File: config.mk
export PLATFORM = sky130hd
export DESIGN_NAME = pipeline_chain
export DESIGN_NICKNAME = d
export VERILOG_FILES = /design/src/rtl/pipeline_chain.sv
export SDC_FILE = /design/constraint.sdc
export NUM_CORES = 1
export LEC_CHECK = 0
export CELL_PAD_IN_SITES_DETAIL_PLACEMENT = 0
export CELL_PAD_IN_SITES_GLOBAL_PLACEMENT = 1
export CORE_MARGIN = 1
export CORE_UTILIZATION = 41
export CTS_CLUSTER_DIAMETER = 120
export CTS_CLUSTER_SIZE = 24
export DETAILED_ROUTE_END_ITERATION = 12
export PLACE_DENSITY = 0.82
export SLEW_MARGIN = 20
export SYNTH_ARGS = -nofsm -noshare
export SYNTH_HDL_FRONTEND = slang
export SYNTH_SLANG_ARGS = --single-unit
File: constraint.sdc
create_clock -name clk -period 3 [get_ports clk]
set_input_delay 0.75 -clock clk [delete_from_list [all_inputs] [get_ports clk]]
set_output_delay 0.75 -clock clk [all_outputs]
set_load 0.1 [all_outputs]
File: src/rtl/pipeline_chain.sv
`default_nettype none
// ============================================================================
// pipeline_chain : elastic DEPTH-stage register chain with valid/ready, stall,
//                  per-stage flush, bubble collapse and a saturating squash count
// Revision: 1.0
// ============================================================================
module pipeline_chain #(
   parameter int WIDTH = 32,
   parameter int DEPTH = 5,
   parameter int CNT_W = 16
) (
   input  logic                         clk,
   input  logic                         reset,
   input  logic                         in_valid,
   output logic                         in_ready,
   input  logic [WIDTH-1:0]             in_data,
   output logic                         out_valid,
   input  logic                         out_ready,
   output logic [WIDTH-1:0]             out_data,
   input  logic                         stall,
   input  logic [DEPTH-1:0]             flush_mask,
   output logic [DEPTH-1:0]             stage_valid,
   output logic [$clog2(DEPTH+1)-1:0]   occupancy,
   output logic [CNT_W-1:0]             squash_count
);

   localparam int OCC_W = $clog2(DEPTH+1);
   localparam int SUM_W = CNT_W + 1;

   logic [DEPTH-1:0] r_valid;
   logic [WIDTH-1:0] r_data [DEPTH];

   logic [DEPTH-1:0] w_ve;
   logic [DEPTH-1:0] w_adv;
   logic [DEPTH-1:0] w_load;
   logic [DEPTH-1:0] w_nxt_valid;
   logic             w_accept;
   logic [OCC_W-1:0] w_occ_nxt;
   logic [OCC_W-1:0] w_kills;
   logic [SUM_W-1:0] w_sq_sum;

   always_comb begin
      w_ve      = r_valid & ~flush_mask;
      out_valid = w_ve[DEPTH-1] & ~stall;
      w_adv     = '0;
      w_adv[DEPTH-1] = out_valid & out_ready;
      // Advance resolves from the output end so a vacating stage lets its predecessor move.
      for (int i = DEPTH-2; i >= 0; i--) begin
         w_adv[i] = w_ve[i] & ~stall & (~w_ve[i+1] | w_adv[i+1]);
      end
      in_ready = ~stall & (~w_ve[0] | w_adv[0]);
      w_accept = in_valid & in_ready;

      w_load    = '0;
      w_load[0] = w_accept;
      for (int i = 1; i < DEPTH; i++) begin
         w_load[i] = w_adv[i-1];
      end
      w_nxt_valid = w_load | (w_ve & ~w_adv);

      w_occ_nxt = '0;
      w_kills   = '0;
      for (int i = 0; i < DEPTH; i++) begin
         w_occ_nxt = w_occ_nxt + OCC_W'(w_nxt_valid[i]);
         w_kills   = w_kills + OCC_W'(flush_mask[i] & r_valid[i]);
      end
      w_sq_sum = {1'b0, squash_count} + SUM_W'(w_kills);
   end

   always_ff @(posedge clk or negedge reset) begin
      if (!reset) begin
         r_valid      <= '0;
         occupancy    <= '0;
         squash_count <= '0;
         for (int i = 0; i < DEPTH; i++) begin
            r_data[i] <= '0;
         end
      end else begin
         r_valid      <= w_nxt_valid;
         occupancy    <= w_occ_nxt;
         squash_count <= w_sq_sum[CNT_W] ? {CNT_W{1'b1}} : w_sq_sum[CNT_W-1:0];
         // Data only changes on a load; otherwise it holds even when the stage empties.
         if (w_load[0]) begin
            r_data[0] <= in_data;
         end
         for (int i = 1; i < DEPTH; i++) begin
            if (w_load[i]) begin
               r_data[i] <= r_data[i-1];
            end
         end
      end
   end

   assign stage_valid = r_valid;
   assign out_data    = r_data[DEPTH-1];

endmodule
`default_nettype wire

==> key figures, run 1 <==
STA
  • Unrepaired setup endpoints after global routing: true
  • Final TNS setup: -1739 ps
  • Layout Skew: 7.995 ps
  • Slew margin rel.: 59.38%
  • Min cycle time layout: 3157 ps
  • Final worst slack: -156.6 ps
  • Final period util: 105.2%
  • Worst slew pin tran: 609.3 ps
  • Final setup vio count: 15
  • Max Clk Rate: 316.8 MHz
  • Final Hold Viols: 0
  • Final Slew Violations: 0

Logic synthesis
  • Syn avg cell area: 15.11 sq um
  • Area leader, netlist: dfrtp_1
  • Top cells by area, synth: dfrtp_1 60%, mux2_2 19%, mux2_4 5.9%
  • Synth Instances: 508
  • Synth top cells by count: 184 x dfrtp_1, 130 x mux2_2, 36 x buf_4
  • Mapped cell area: 7677 sq um
  • Count leader, synth: dfrtp_1
  • Top FF cell, synth: dfrtp_1
  • Syn nets: 560
  • Post-synth cell types: 40
  • Synth async-reset ratio: 100.0%
  • Seq/Total Area, Yosys: 59.97%
  • Yosys warns: 0
  • Synth top area share: 59.97%
  • Synth Register Bits: 184
  • Post-synth EDFFs: 0

CTS
  • Num CTS Buffers: 17
  • CTS Root Cell: clkbuf_16
  • H-tree depth: 4
  • Clock transition at the registers of the reported paths: 70 ps
  • Skew-Pair Late Insertion Delay: 420 ps
  • Clock tree from TritonCTS: yes
  • Max clock buf depth: 2
  • Clock sink total: 184

Detailed routing
  • DR DRC count: 6
  • Wire length per cell: 16.07 microns
  • Vias/cell: 4.972
  • Total number of vias: 4246
  • Routed Antenna Nets: 0
  • Routed wire length: 13720 microns
  • Iter 0 DRT Violations: 127
  • Pre-antenna DRT Iters: 10

Placed design
  • Number of port buffers: 99
  • DP HPWL: 9005 microns
  • Worst slack, placed: -1067 ps
  • Dpl cells: 818
  • RD Place Congestion: 0.7533

Setup path
  • CP Launch Type: primary input
  • Worst reg-to-reg path cell count: 12
  • Peak fanout along the critical path: 4
  • Crit end category: flop
  • Setup CP Type: primary input to flop
  • Worst path arrival time: 3470 ps
  • Reg-to-Reg Start: stage_valid[2]
  • Critical Path Start: flush_mask[2]
  • Critical Path RT: 3310 ps

Global route
  • Largest net degree at the start of global routing: 76
  • Wire length of the first global-routing pass: 23080 microns
  • Vias in the first global route: 4524
  • GRT Overall Usage: 15.24%
  • Initial antenna violation count: 0
  • GRT overflow: 0

Power and ir drop
  • Net Sw Frac: 27.75%
  • P_int: 5.032 mW
  • Clock power share: 33.1%
  • Worst vdd ir: 0.3939 mV
  • Power per cell area: 732.8 nW/um^2
  • Combinational fraction of design power: 19.3%
  • LEAKAGE: 4.551 nW
  • Net load switching power: 1.932 mW
  • Seq pwr share: 47.6%

Finish
  • Area grow syn2layout: 23.79%
  • Fin nets: 665
  • Layout cells sized above 1: 50.56%
  • Post-route insts no fill: 854
  • Final core occ: 52.37%
  • # diodes: 0

Floorplan
  • I/O pin count: 100
  • Die W: 138.8 microns
  • Initial core utilization: 42.31%
  • Die area: 19280 sq um
  • Height of the die: 138.8 microns
  • Core ar.: 18150 sq um
  • FP Rows: 49

Worst hold path
  • Min-delay worst type: primary input to asynchronous set/reset pin

Flow run
  • Max Cap Violations: 0

Run status
  • Outcome: finished, violations left
  • Failing checks: DRC, setup timing
## state kept, by name, indices dropped and copies added, names as in the netlist
register,cells
r_data,128
out_data,32
squash_count,16
stage_valid,5
occupancy,3
## path summary, 6_finish.rpt
check	endpoint	slack, ps
min in group clk	r_data[38]	490
worst min-delay path	r_data[146]	350
worst max-delay path	squash_count[14]	-160
worst min register to register	r_data[38]	490
max in group asynchronous	squash_count[0]	1880
worst max register to register	squash_count[14]	-130
## layout by cell type, fill, tap and decap left out, types with 3 or more instances in the layout
cell and n:
clkbuf_16 17, nand2b_1 6, nor3_4 3, o21ai_1 3, bufinv_16 3, mux2_4 31
a31oi_1 5, fa_1 3, dfrtp_1 179, mux2_2 129, clkbuf_8 3, inv_1 7
o22ai_1 4, xnor2_1 3, nand3_1 4, nor2_1 9, buf_4 88, dfrtp_2 5
xor2_1 3, clkinv_2 4, ha_1 4, nand2_1 16, o21ai_0 6, clkdlybuf4s50_1 37
buf_12 7, clkinv_4 3
## power groups by stage
| stage | combinational, mW | clock [mW] | sequential (mW) |
|---|---|---|---|
| finish | 1.35 | 2.30 | 3.31 |
| CTS | 1.37 | 2.37 | 3.32 |
| global placement | 1.31 | 0 | 3.33 |
| detailed placement | 1.36 | 0 | 3.36 |
| floorplan | 0.733 | 0 | 3.57 |
| global route | 1.45 | 2.47 | 3.38 |
## routing by layer
layer	vias up	GRT usage [%]	wire length [microns]
li1	1962	-	-
met1	2202	19.55	6201
met2	70	25.39	6885
met3	12	3.626	481
met4	0	5.146	156
met5	-	0	0
## what timing repair did
action,in CTS,in global routing
resized for setup,10,4
setup buffers,2,3
hold buffers,0,0
hold endpoints to repair,0,0
endpoints found under the setup margin,16,18
pin swaps,7,6
## metrics by stage
stage / hold slack [ps] / power [mW] / instance area, sq um
after floorplan: 454.1 / 4.300 / 7757
after global placement: 465.7 / 4.640 / 8847
after detailed placement: 481.3 / 4.716 / 8847
after CTS: 366.4 / 7.052 / 9465
after global routing: 394.4 / 7.303 / 9504
final: 349.6 / 6.965 / 9504
## layout make-up
type | instances | area (sq um)
clock buffers | 20 | 456.7
fillers | 1514 | 8643
clock inverters | 11 | 147.6
repair buffers | 137 | 1225
multi-input cells | 265 | 2748
well taps | 229 | 286.5
flip-flops and latches | 184 | 4611
inverters | 8 | 30.03
## worst max-delay path, cell delays in order
cell	delay [ps]
buf_6	90
and2_4	150
fa_1	490
inv_1	50
fa_1	440
inv_1	60
ha_2	170
inv_2	40
fa_2	360
nor2b_4	160
o2111ai_4	150
nor3_2	230
mux2_4	310
## cells by family (layout without fill, tap and decap cells)
| logic type | count (synthesis) | in the layout | share of synthesized area [%] |
|---|---|---|---|
| AO/OA/AOI/OAI | 25 | 25 | 2.037 |
| XOR/XNOR | 6 | 6 | 0.6846 |
| adder cells (fa/ha/maj) | 10 | 10 | 2.119 |
| buffers and inverters | 59 | 176 | 5.362 |
| flip-flops | 184 | 184 | 59.97 |
| multiplexers | 161 | 161 | 25.08 |
| AND/OR/NAND/NOR | 63 | 63 | 4.743 |
Power figures use the tool's default switching activity.
==> run 2: changes to the inputs <==
--- a/config.mk
+++ b/config.mk
@@ -5,6 +5,7 @@
 export SDC_FILE = /design/constraint.sdc
 export NUM_CORES = 1
 export LEC_CHECK = 0
+export CAP_MARGIN = 40
 export CELL_PAD_IN_SITES_DETAIL_PLACEMENT = 0
 export CELL_PAD_IN_SITES_GLOBAL_PLACEMENT = 1
 export CORE_MARGIN = 1
==> results of run 2 <==
Final layout, timing and power as in run 1 (identical DEF).
